### src/rtl/calc_pkg.sv
// Shared definitions for the calculator: entry-state encoding, ALU opcodes
// and the decoded key-event bundle passed from the edge detector to the FSM.
package calc_pkg;

    typedef enum logic [2:0] {
        ENTRY_A = 3'd0,
        OPER    = 3'd1,
        ENTRY_B = 3'd2,
        REQ     = 3'd3,
        SHOW    = 3'd4
    } calc_state_e;

    localparam logic [2:0] OP_NONE = 3'd0;
    localparam logic [2:0] OP_ADD  = 3'd1;
    localparam logic [2:0] OP_SUB  = 3'd2;
    localparam logic [2:0] OP_MUL  = 3'd3;
    localparam logic [2:0] OP_DIV  = 3'd4;
    localparam logic [2:0] OP_MOD  = 3'd5;

    // At most one of the *_ev flags is set in any cycle.
    typedef struct packed {
        logic       submit_ev;
        logic       opt_ev;
        logic       digit_ev;
        logic [3:0] digit;
        logic [2:0] opcode;
    } key_evt_t;

endpackage

### src/rtl/key_edge_detect.sv
// Turns the three held key levels into single-cycle events, keeps the key
// codes aligned with the first sampling stage and resolves coinciding events.
module key_edge_detect
    import calc_pkg::*;
(
    input  logic       clk,
    input  logic       rst_n,
    input  logic [3:0] num_i,
    input  logic [2:0] opt_i,
    input  logic       num_pressed_i,
    input  logic       opt_pressed_i,
    input  logic       submit_i,
    output key_evt_t   evt_o
);

    // Bit order of the level pipeline: [2] submit, [1] operator, [0] digit.
    logic [2:0] s1_q;
    logic [2:0] s2_q;
    logic [3:0] num_q;
    logic [2:0] opt_q;
    logic [2:0] rise;

    always_ff @(posedge clk or negedge rst_n) begin
        if (!rst_n) begin
            s1_q  <= '0;
            s2_q  <= '0;
            num_q <= '0;
            opt_q <= '0;
        end else begin
            s1_q  <= {submit_i, opt_pressed_i, num_pressed_i};
            s2_q  <= s1_q;
            num_q <= num_i;
            opt_q <= opt_i;
        end
    end

    assign rise = s1_q & ~s2_q;

    // Priority picks the winner first; an invalid winner still suppresses the rest.
    always_comb begin
        evt_o        = '0;
        evt_o.digit  = num_q;
        evt_o.opcode = opt_q;
        if (rise[2]) begin
            evt_o.submit_ev = 1'b1;
        end else if (rise[1]) begin
            evt_o.opt_ev = (opt_q != OP_NONE);
        end else if (rise[0]) begin
            evt_o.digit_ev = (num_q <= 4'd9);
        end
    end

endmodule

### src/rtl/calc_input_controller.sv
// Calculator entry controller: builds two decimal operands from key events,
// runs one req/ack exchange with the ALU and holds the result for display.
module calc_input_controller
    import calc_pkg::*;
#(
    parameter int DIGITS = 4,
    parameter int WIDTH  = 14
) (
    input  logic             clk,
    input  logic             reset,
    input  logic [3:0]       num,
    input  logic             numPressed,
    input  logic [2:0]       opt,
    input  logic             optPressed,
    input  logic             submit,
    output logic [WIDTH-1:0] operandA,
    output logic [WIDTH-1:0] operandB,
    output logic [2:0]       op,
    output logic             aluReq,
    input  logic             aluAck,
    input  logic [WIDTH-1:0] aluResult,
    input  logic             aluErr,
    output logic [WIDTH-1:0] dispValue,
    output logic             err,
    output calc_state_e      dbgState
);

    localparam int CW = $clog2(DIGITS + 1);
    localparam logic [CW-1:0] CNT_FULL = CW'(DIGITS);

    key_evt_t evt;

    key_edge_detect u_keys (
        .clk           (clk),
        .rst_n         (reset),
        .num_i         (num),
        .opt_i         (opt),
        .num_pressed_i (numPressed),
        .opt_pressed_i (optPressed),
        .submit_i      (submit),
        .evt_o         (evt)
    );

    calc_state_e      state_q, state_d;
    logic [WIDTH-1:0] a_q, a_d, b_q, b_d, res_q, res_d, disp_q, disp_d;
    logic [CW-1:0]    cnt_a_q, cnt_a_d, cnt_b_q, cnt_b_d;
    logic [2:0]       op_q, op_d;
    logic             err_q, err_d, req_q, req_d;

    // One accumulator serves whichever operand is currently being typed.
    logic [WIDTH-1:0] acc_base, acc_sum;
    logic             acc_room;

    assign acc_base = (state_q == ENTRY_B) ? b_q : a_q;
    assign acc_sum  = (acc_base << 3) + (acc_base << 1) + WIDTH'(evt.digit);
    assign acc_room = ((state_q == ENTRY_B) ? cnt_b_q : cnt_a_q) < CNT_FULL;

    always_comb begin
        state_d = state_q;
        a_d     = a_q;
        b_d     = b_q;
        res_d   = res_q;
        cnt_a_d = cnt_a_q;
        cnt_b_d = cnt_b_q;
        op_d    = op_q;
        err_d   = err_q;
        case (state_q)
            ENTRY_A: begin
                if (evt.digit_ev && acc_room) begin
                    a_d     = acc_sum;
                    cnt_a_d = cnt_a_q + CW'(1);
                end else if (evt.opt_ev) begin
                    op_d    = evt.opcode;
                    state_d = OPER;
                end
            end
            OPER: begin
                if (evt.digit_ev) begin
                    b_d     = WIDTH'(evt.digit);
                    cnt_b_d = CW'(1);
                    state_d = ENTRY_B;
                end else if (evt.opt_ev) begin
                    op_d = evt.opcode;
                end
            end
            ENTRY_B: begin
                if (evt.digit_ev && acc_room) begin
                    b_d     = acc_sum;
                    cnt_b_d = cnt_b_q + CW'(1);
                end else if (evt.submit_ev) begin
                    state_d = REQ;
                end
            end
            REQ: begin
                if (aluAck) begin
                    res_d   = aluResult;
                    err_d   = aluErr;
                    state_d = SHOW;
                end
            end
            SHOW: begin
                if (evt.digit_ev) begin
                    err_d   = 1'b0;
                    a_d     = WIDTH'(evt.digit);
                    cnt_a_d = CW'(1);
                    b_d     = '0;
                    cnt_b_d = '0;
                    op_d    = OP_NONE;
                    state_d = ENTRY_A;
                end else if (evt.opt_ev && !err_q) begin
                    // A chained result is treated as a full operand: no digits append.
                    a_d     = res_q;
                    cnt_a_d = CNT_FULL;
                    op_d    = evt.opcode;
                    state_d = OPER;
                end
            end
            default: state_d = ENTRY_A;
        endcase
    end

    always_comb begin
        req_d = (state_d == REQ);
        case (state_d)
            ENTRY_A, OPER: disp_d = a_d;
            ENTRY_B, REQ:  disp_d = b_d;
            SHOW:          disp_d = res_d;
            default:       disp_d = '0;
        endcase
    end

    always_ff @(posedge clk or negedge reset) begin
        if (!reset) begin
            state_q <= ENTRY_A;
            a_q     <= '0;
            b_q     <= '0;
            res_q   <= '0;
            cnt_a_q <= '0;
            cnt_b_q <= '0;
            op_q    <= OP_NONE;
            err_q   <= 1'b0;
            req_q   <= 1'b0;
            disp_q  <= '0;
        end else begin
            state_q <= state_d;
            a_q     <= a_d;
            b_q     <= b_d;
            res_q   <= res_d;
            cnt_a_q <= cnt_a_d;
            cnt_b_q <= cnt_b_d;
            op_q    <= op_d;
            err_q   <= err_d;
            req_q   <= req_d;
            disp_q  <= disp_d;
        end
    end

    assign operandA  = a_q;
    assign operandB  = b_q;
    assign op        = op_q;
    assign aluReq    = req_q;
    assign dispValue = disp_q;
    assign err       = err_q;
    assign dbgState  = state_q;

endmodule

### config.mk
export PLATFORM = sky130hd
export DESIGN_NAME = calc_input_controller
export DESIGN_NICKNAME = d
export VERILOG_FILES = /design/src/rtl/calc_pkg.sv /design/src/rtl/key_edge_detect.sv /design/src/rtl/calc_input_controller.sv
export SDC_FILE = /design/constraint.sdc
export NUM_CORES = 1
export LEC_CHECK = 0
export ABC_AREA = 0
export BUFFER_PORTS_ARGS = -buffer_cell sky130_fd_sc_hd__clkbuf_2
export CAP_MARGIN = 20
export CELL_PAD_IN_SITES_DETAIL_PLACEMENT = 2
export CELL_PAD_IN_SITES_GLOBAL_PLACEMENT = 2
export CORE_MARGIN = 1.5
export CORE_UTILIZATION = 38
export DETAILED_ROUTE_END_ITERATION = 10
export GPL_ROUTABILITY_DRIVEN = 0
export PLACE_DENSITY_LB_ADDON = 0.1
export SYNTH_ARGS = -nofsm -noshare
export SYNTH_HDL_FRONTEND = slang
export SYNTH_SLANG_ARGS = --single-unit
export TNS_END_PERCENT = 10
### constraint.sdc
create_clock -name clk -period 10.3 [get_ports clk]
set_clock_uncertainty 0.2 [all_clocks]
set_input_delay 1.545 -clock clk [delete_from_list [all_inputs] [get_ports clk]]
set_output_delay 1.545 -clock clk [all_outputs]
set_load 0.01 [all_outputs]
## After elaboration in Yosys (flattened, before gate mapping)

Index checks and enable logic that the tools add are counted.

- Flip-flop bits (word level): 83
- Bits of input ports: 28
- Output and inout bits: 50
- Word-level logic and storage cells: 98

- Add/subtract/negate cells: 4
- Order comparisons: 2
- Equality and inequality tests: 16
- Muxes and demuxes: 44
- Bitwise operators: 2
- Reductions and logical operators: 16

Operators with widths:

| operator | count |
|---|---|
| $mux W14 | 8 |
| $pmux W14 S3 | 2 |
| $mux W3 | 20 |
| $pmux W14 S2 | 1 |
| $pmux W3 S3 | 2 |
| $pmux W3 S5 | 1 |
| $add A14 B14 Y14 | 1 |
| $add A14 B4 Y14 | 1 |
| $mux W13 | 1 |
| $eq A3 B2 Y1 const B | 4 |
| $ne A2 B2 Y1 const B | 6 |
| $reduce_bool A3 Y1 | 3 |
| $reduce_and A4 Y1 | 2 |
| $add A3 B1 Y3 const B | 2 |
| $eq A3 B1 Y1 const B | 2 |
| $eq A3 B3 Y1 const B | 2 |
| $logic_not A3 Y1 | 2 |
| $mux W1 | 6 |
| $pmux W3 S2 | 1 |
| $reduce_and A3 Y1 | 2 |
| $le A4 B4 Y1 const B | 1 |
| $reduce_bool A2 Y1 | 2 |
| $reduce_or A2 Y1 | 2 |
| $and A3 B3 Y3 | 1 |
| 8 further kinds | 9 |

## Logic depth before layout (Yosys ltp)

- Word-level depth: 12
- Mapped depth: 16
- Mapped depth without buffers: 14

## By module

From an unflattened synthesis, not the netlist that was laid out.

- Cell total of the unflattened synthesis: 531
- Area, all modules: 4804.6 sq um

Modules (own cells, without submodules):

| module | instances | cells each | area an instance (sq um) | seq. area each (sq um) |
|---|---|---|---|---|
| calc_input_controller | 1 | 511 | 4423.0 | 1751.7 |
| key_edge_detect | 1 | 20 | 381.6 | 325.3 |

## Least setup slack after synthesis

Ideal clock, no wire load.

- Path kind: reg2reg
- From: register state_q[0], in the netlist dbgState[0]
- To: register disp_q[6], in the netlist dispValue[6]
- Library setup time: 0.126 ns
- Arrival: 3.542 ns
- Data required time: 9.974 ns
- Slack: 6.432 ns
- Cell stages (with the launch flop): 16
- Buffers on the path: 3
- Clock period less this slack: 3.868 ns
- Cells stage by stage: dfrtp_1 > or3b_1 > buf_2 > clkbuf_1 > clkbuf_1 > nand2_1 > nand2_1 > ha_1 > ha_1 > fa_1 > a21o_1 > a21oi_1 > xnor2_1 > o311ai_0 > nand3_1 > a221o_1

- Elaborated cells on any way between the ends: 33
- Classes of those cells: 2 x add/sub; 1 x order compare; 8 x eq/ne; 17 x mux; 5 x reduce/logical

RTL lines:

| element | RTL line | RTL |
|---|---|---|
| start: declaration | calc_input_controller.sv:44 | `calc_state_e state_q, state_d;` |
| start signal: assignment | calc_input_controller.sv:145 | `state_q <= state_d;` |
| $eq A3 B2 Y1 | calc_input_controller.sv:54, calc_input_controller.sv:56 |  |
| $mux W13 / $mux W3 (equally long branches) | calc_input_controller.sv:54, calc_input_controller.sv:56 |  |
| $add A14 B14 Y14 / $lt A3 B3 Y1 (equally long branches) | calc_input_controller.sv:55, calc_input_controller.sv:56 |  |
| $add A14 B4 Y14 / $logic_and A1 B1 Y1 (equally long branches) | calc_input_controller.sv:55, calc_input_controller.sv:69 |  |
| $mux W14 | calc_input_controller.sv:69 | `if (evt.digit_ev && acc_room) begin` |
| $pmux W14 S2 (*) | calc_input_controller.sv:67 | `case (state_q)` |
| net a_d[6] | calc_input_controller.sv:45 | `logic [WIDTH-1:0] a_q, a_d, b_q, b_d, res_q, res_d, disp_q, disp_d;` |
| $pmux W14 S3 (*) | calc_input_controller.sv:124 | `case (state_d)` |
| net disp_d[6] | calc_input_controller.sv:45 |  |
| end signal: assignment | calc_input_controller.sv:154 | `disp_q <= disp_d;` |
| end: declaration | calc_input_controller.sv:45 |  |

Mark *: on every way through the listed nets, which the timed path passes. The rest lies on a longest branch.
A chain may end at the register's enable or synchronous reset.

## Worst setup path after layout

- From: register state_q[0], in the netlist dbgState[0]
- To: register disp_q[10], in the netlist dispValue[10]

The elaborated chain is that of the path after synthesis.

==> impl_results.md <==
* Outcome: finished clean
* Register area share after synthesis at 0.436
* Hold Vio Cnt, Final at 0
* GRT Total Usage at 0.277
* 1st-iter DRT viols at between 150 and 200
* H-Tree Depth at 3
* Most frequent cells in the layout: 130 x nand2_1, 83 x dfrtp_1, 76 x clkbuf_2
* Max Freq at about 230 MHz
* Slew @ Worst Pin at between 0.9 and 1 ns
* Cell Rows at 40
* Clock insertion delay at the later pin of the skew report at 0.35 ns
* Tightest Hold Check Type: flop to flop
* Share of cells above drive strength 1 at 0.205
* Primary FF master, synth: dfrtp_1
* Worst path cell trace: or3b_1 > buf_4 > nand2_1 > nand2_1 > inv_1 > fa_1 > inv_1 > fa_1 > a21o_1 > a21boi_0 > a21oi_1 > xor2_1 > nor2_1 > o32ai_1 > a21o_1
* WP buf/inv at 3
* Ant. Diodes at 0
* Gate Count Post-Synth at between 500 and 600
* Die X at roughly 110 um
* End of the worst register-to-register path: dispValue[10]
* Area grow syn2layout at 17.4%
* Avg Cell Area, Syn at 9.25 sq um
* Cell family contributing the most delay on the critical path: compound AO/OA/AOI/OAI gates
* Worst setup path category: flop to flop
* Worst-case clock buffer depth at 2
* Reg power frac at 0.270
* Resize count post-CTS at 0
* Worst EP arrival at 4.52 ns
* Post-synth EDFFs at 0
* Worst reg2reg setup slack at around 5.9 ns
* I/O Pins at a little under 80
* Max stage delay on crit path at around 0.86 ns
* Most common cell after layout, fill and taps aside: nand2_1
* NetSw at 1.01 mW
* Critical Path Fanout Max at 23
* Placeable Area at approximately 0.012 sq mm
* Num CTS Buffers at 9
* Crit path max-delay cell type: dfrtp_1
* R2R Path Start: dbgState[0]
* Hold path endpoint: u_keys.s2_q[0]
* Pre-antenna DRT Iters at 4
* Antenna viol nets, final at 0
* Static leakage power at between 2 and 3 nW
* Die footprint at between 0.01 and 0.015 sq mm
* Final net count at between 600 and 700
* RSZ-0062 raised after global routing: false
* Setup bufs post-CTS at 0
* FFs w/ async S/R, synth at 1.00
* Max layer used: met4
* Initial Util at 0.393
* DR vias/cell at around 5.7
* Crit path required time at roughly 10 ns
* Slew Limit Fails at 0
* CTS tree: yes
* CTS Root Cell: clkbuf_16
* Hold Path Origin: u_keys.s1_q[0]
* Post-DP HPWL at 12.6 mm
* DR vias at 4331
* Mapped cell area at around 0.0048 sq mm
* PD cells at 381 mW/mm^2
* Critical path endpoint category: flop
* # hold bufs at CTS at 0
* Synth Register Bits at 83
* Clock share of power at 0.156
* Final worst-path cycle share at 0.430
* Largest net degree at the start of global routing at 47
* Clock-pin slew on the worst setup and hold paths at ~0.06 ns
* Number of global-route vias before repair at approximately 5000
* Max Cap Viol at 0
* Cell count of the worst hold path at 0
* Comb pwr share at 0.574
* Worst Reg-to-Reg Cells at 15
* Final Critical Period at around 4.4 ns
* Setup TNS at 0 ns
* Synth warn at 0
* Vert. Die Dim at about 110 um
* Antenna violations before repair at 0
* VDD IR max at 0.124 mV
* Wire length on met3 at ~600 um
* Max-slew headroom at 0.394
* Aggregate routed wire length at 17.0 mm
* Crit start category: flop
* IO Port Bufs at between 70 and 80
* Detail Route met2 WL at between 8 and 9 mm
* Net count after synthesis at about 570
* Final setup fails at 0
* Sw Share at 0.475
* Drt wl/cell at 22.4 um
* Routed length on met1 at 7.44 mm
* Grt total ovfl at 0
* Total power at between 2 and 2.5 mW
* Drc violations at 0
* Post-synthesis cell type count at a little under 70
* First-pass GRT wire length at 27.5 mm
* Internal Power at approximately 1.1 mW
* Clock Sinks at 83
[power groups by stage]
stage	registers [mW]	logic [mW]	clock network (mW)
after global placement	0.573	1.18	0
after floorplan	0.561	0.828	0
after global routing	0.593	1.36	0.350
after CTS	0.575	1.23	0.341
final	0.575	1.22	0.332
after detailed placement	0.580	1.22	0
[Yosys cell counts, types with 8 or more instances]
| master | n | area, sq um |
|---|---|---|
| nand2_1 | 130 | 488 |
| a22oi_1 | 10 | 75.1 |
| ha_1 | 24 | 300 |
| nand3_1 | 10 | 50.1 |
| a22o_1 | 14 | 123 |
| nor3_1 | 8 | 40.0 |
| o22ai_1 | 8 | 50.1 |
| clkbuf_1 | 11 | 41.3 |
| a221o_1 | 8 | 80.1 |
| buf_2 | 11 | 55.1 |
| a21oi_1 | 12 | 60.1 |
| nor2_1 | 36 | 135 |
| dfrtp_1 | 83 | 2080 |
| inv_1 | 15 | 56.3 |
| o21ai_0 | 19 | 95.1 |
[layout make-up]
type                            instances  area, sq um
Inverter                               16         60.1
Clock buffer                           10          239
Sequential cell                        83         2080
Timing Repair Buffer                   84          440
Clock inverter                          6         65.1
Tap cell                              168          210
Fill cell                            1357         6520
Multi-Input combinational cell        390         2500
[routing by layer]
metal | GRT usage | vias to the layer above
met4 | 0.103 | 0
met1 | 0.351 | 2218
li1 | - | 1986
met3 | 0.0385 | 25
met2 | 0.481 | 102
met5 | 0 | -
[worst max path at each step]
stage                startpoint  depth (start not counted)             to  slack (ns)
finish              dbgState[0]                         15  dispValue[10]        5.87
global placement    dbgState[0]                         15  dispValue[10]        6.07
detailed placement  dbgState[0]                         15  dispValue[10]        5.91
floorplan           dbgState[0]                         15   dispValue[6]        6.43
global route        dbgState[0]                         15  dispValue[10]        5.60
CTS                 dbgState[0]                         15  dispValue[10]        5.88
[state kept, by name, summed over array words and instances, names as in the netlist]
register	flops
u_keys.s2_q	3
res_q	14
err	1
cnt_b_q	3
cnt_a_q	3
operandA	14
dispValue	14
dbgState	3
u_keys.num_q	4
op	3
operandB	14
u_keys.opt_q	3
aluReq	1
u_keys.s1_q	3
[kinds of logic (layout without fill, tap and decap cells)]
kind of cell             Yosys count  in the layout  synth area share
AND/OR/NAND/NOR                  214            214             0.208
AO/OA/AOI/OAI                    129            129             0.202
flip-flops                        83             83             0.436
buffers and inverters             42            116            0.0399
adder cells (fa/ha/maj)           26             26            0.0714
XOR/XNOR                          13             13            0.0239
multiplexers                       8              8            0.0194
[metrics by stage]
step	cells	setup WS (ns)	hold slack, ns	cell area, sq um	util
2_1_floorplan	515	6.43	0.147	4760	-
3_3_place_gp	741	6.07	0.155	5290	0.437
3_5_place_dp	741	5.91	0.165	5290	0.437
4_1_cts	757	5.88	0.179	5590	0.462
5_1_grt	757	5.60	0.192	5590	0.462
6_report	757	5.87	0.185	5590	0.462
No activity file was read; power rests on OpenSTA's default activity.
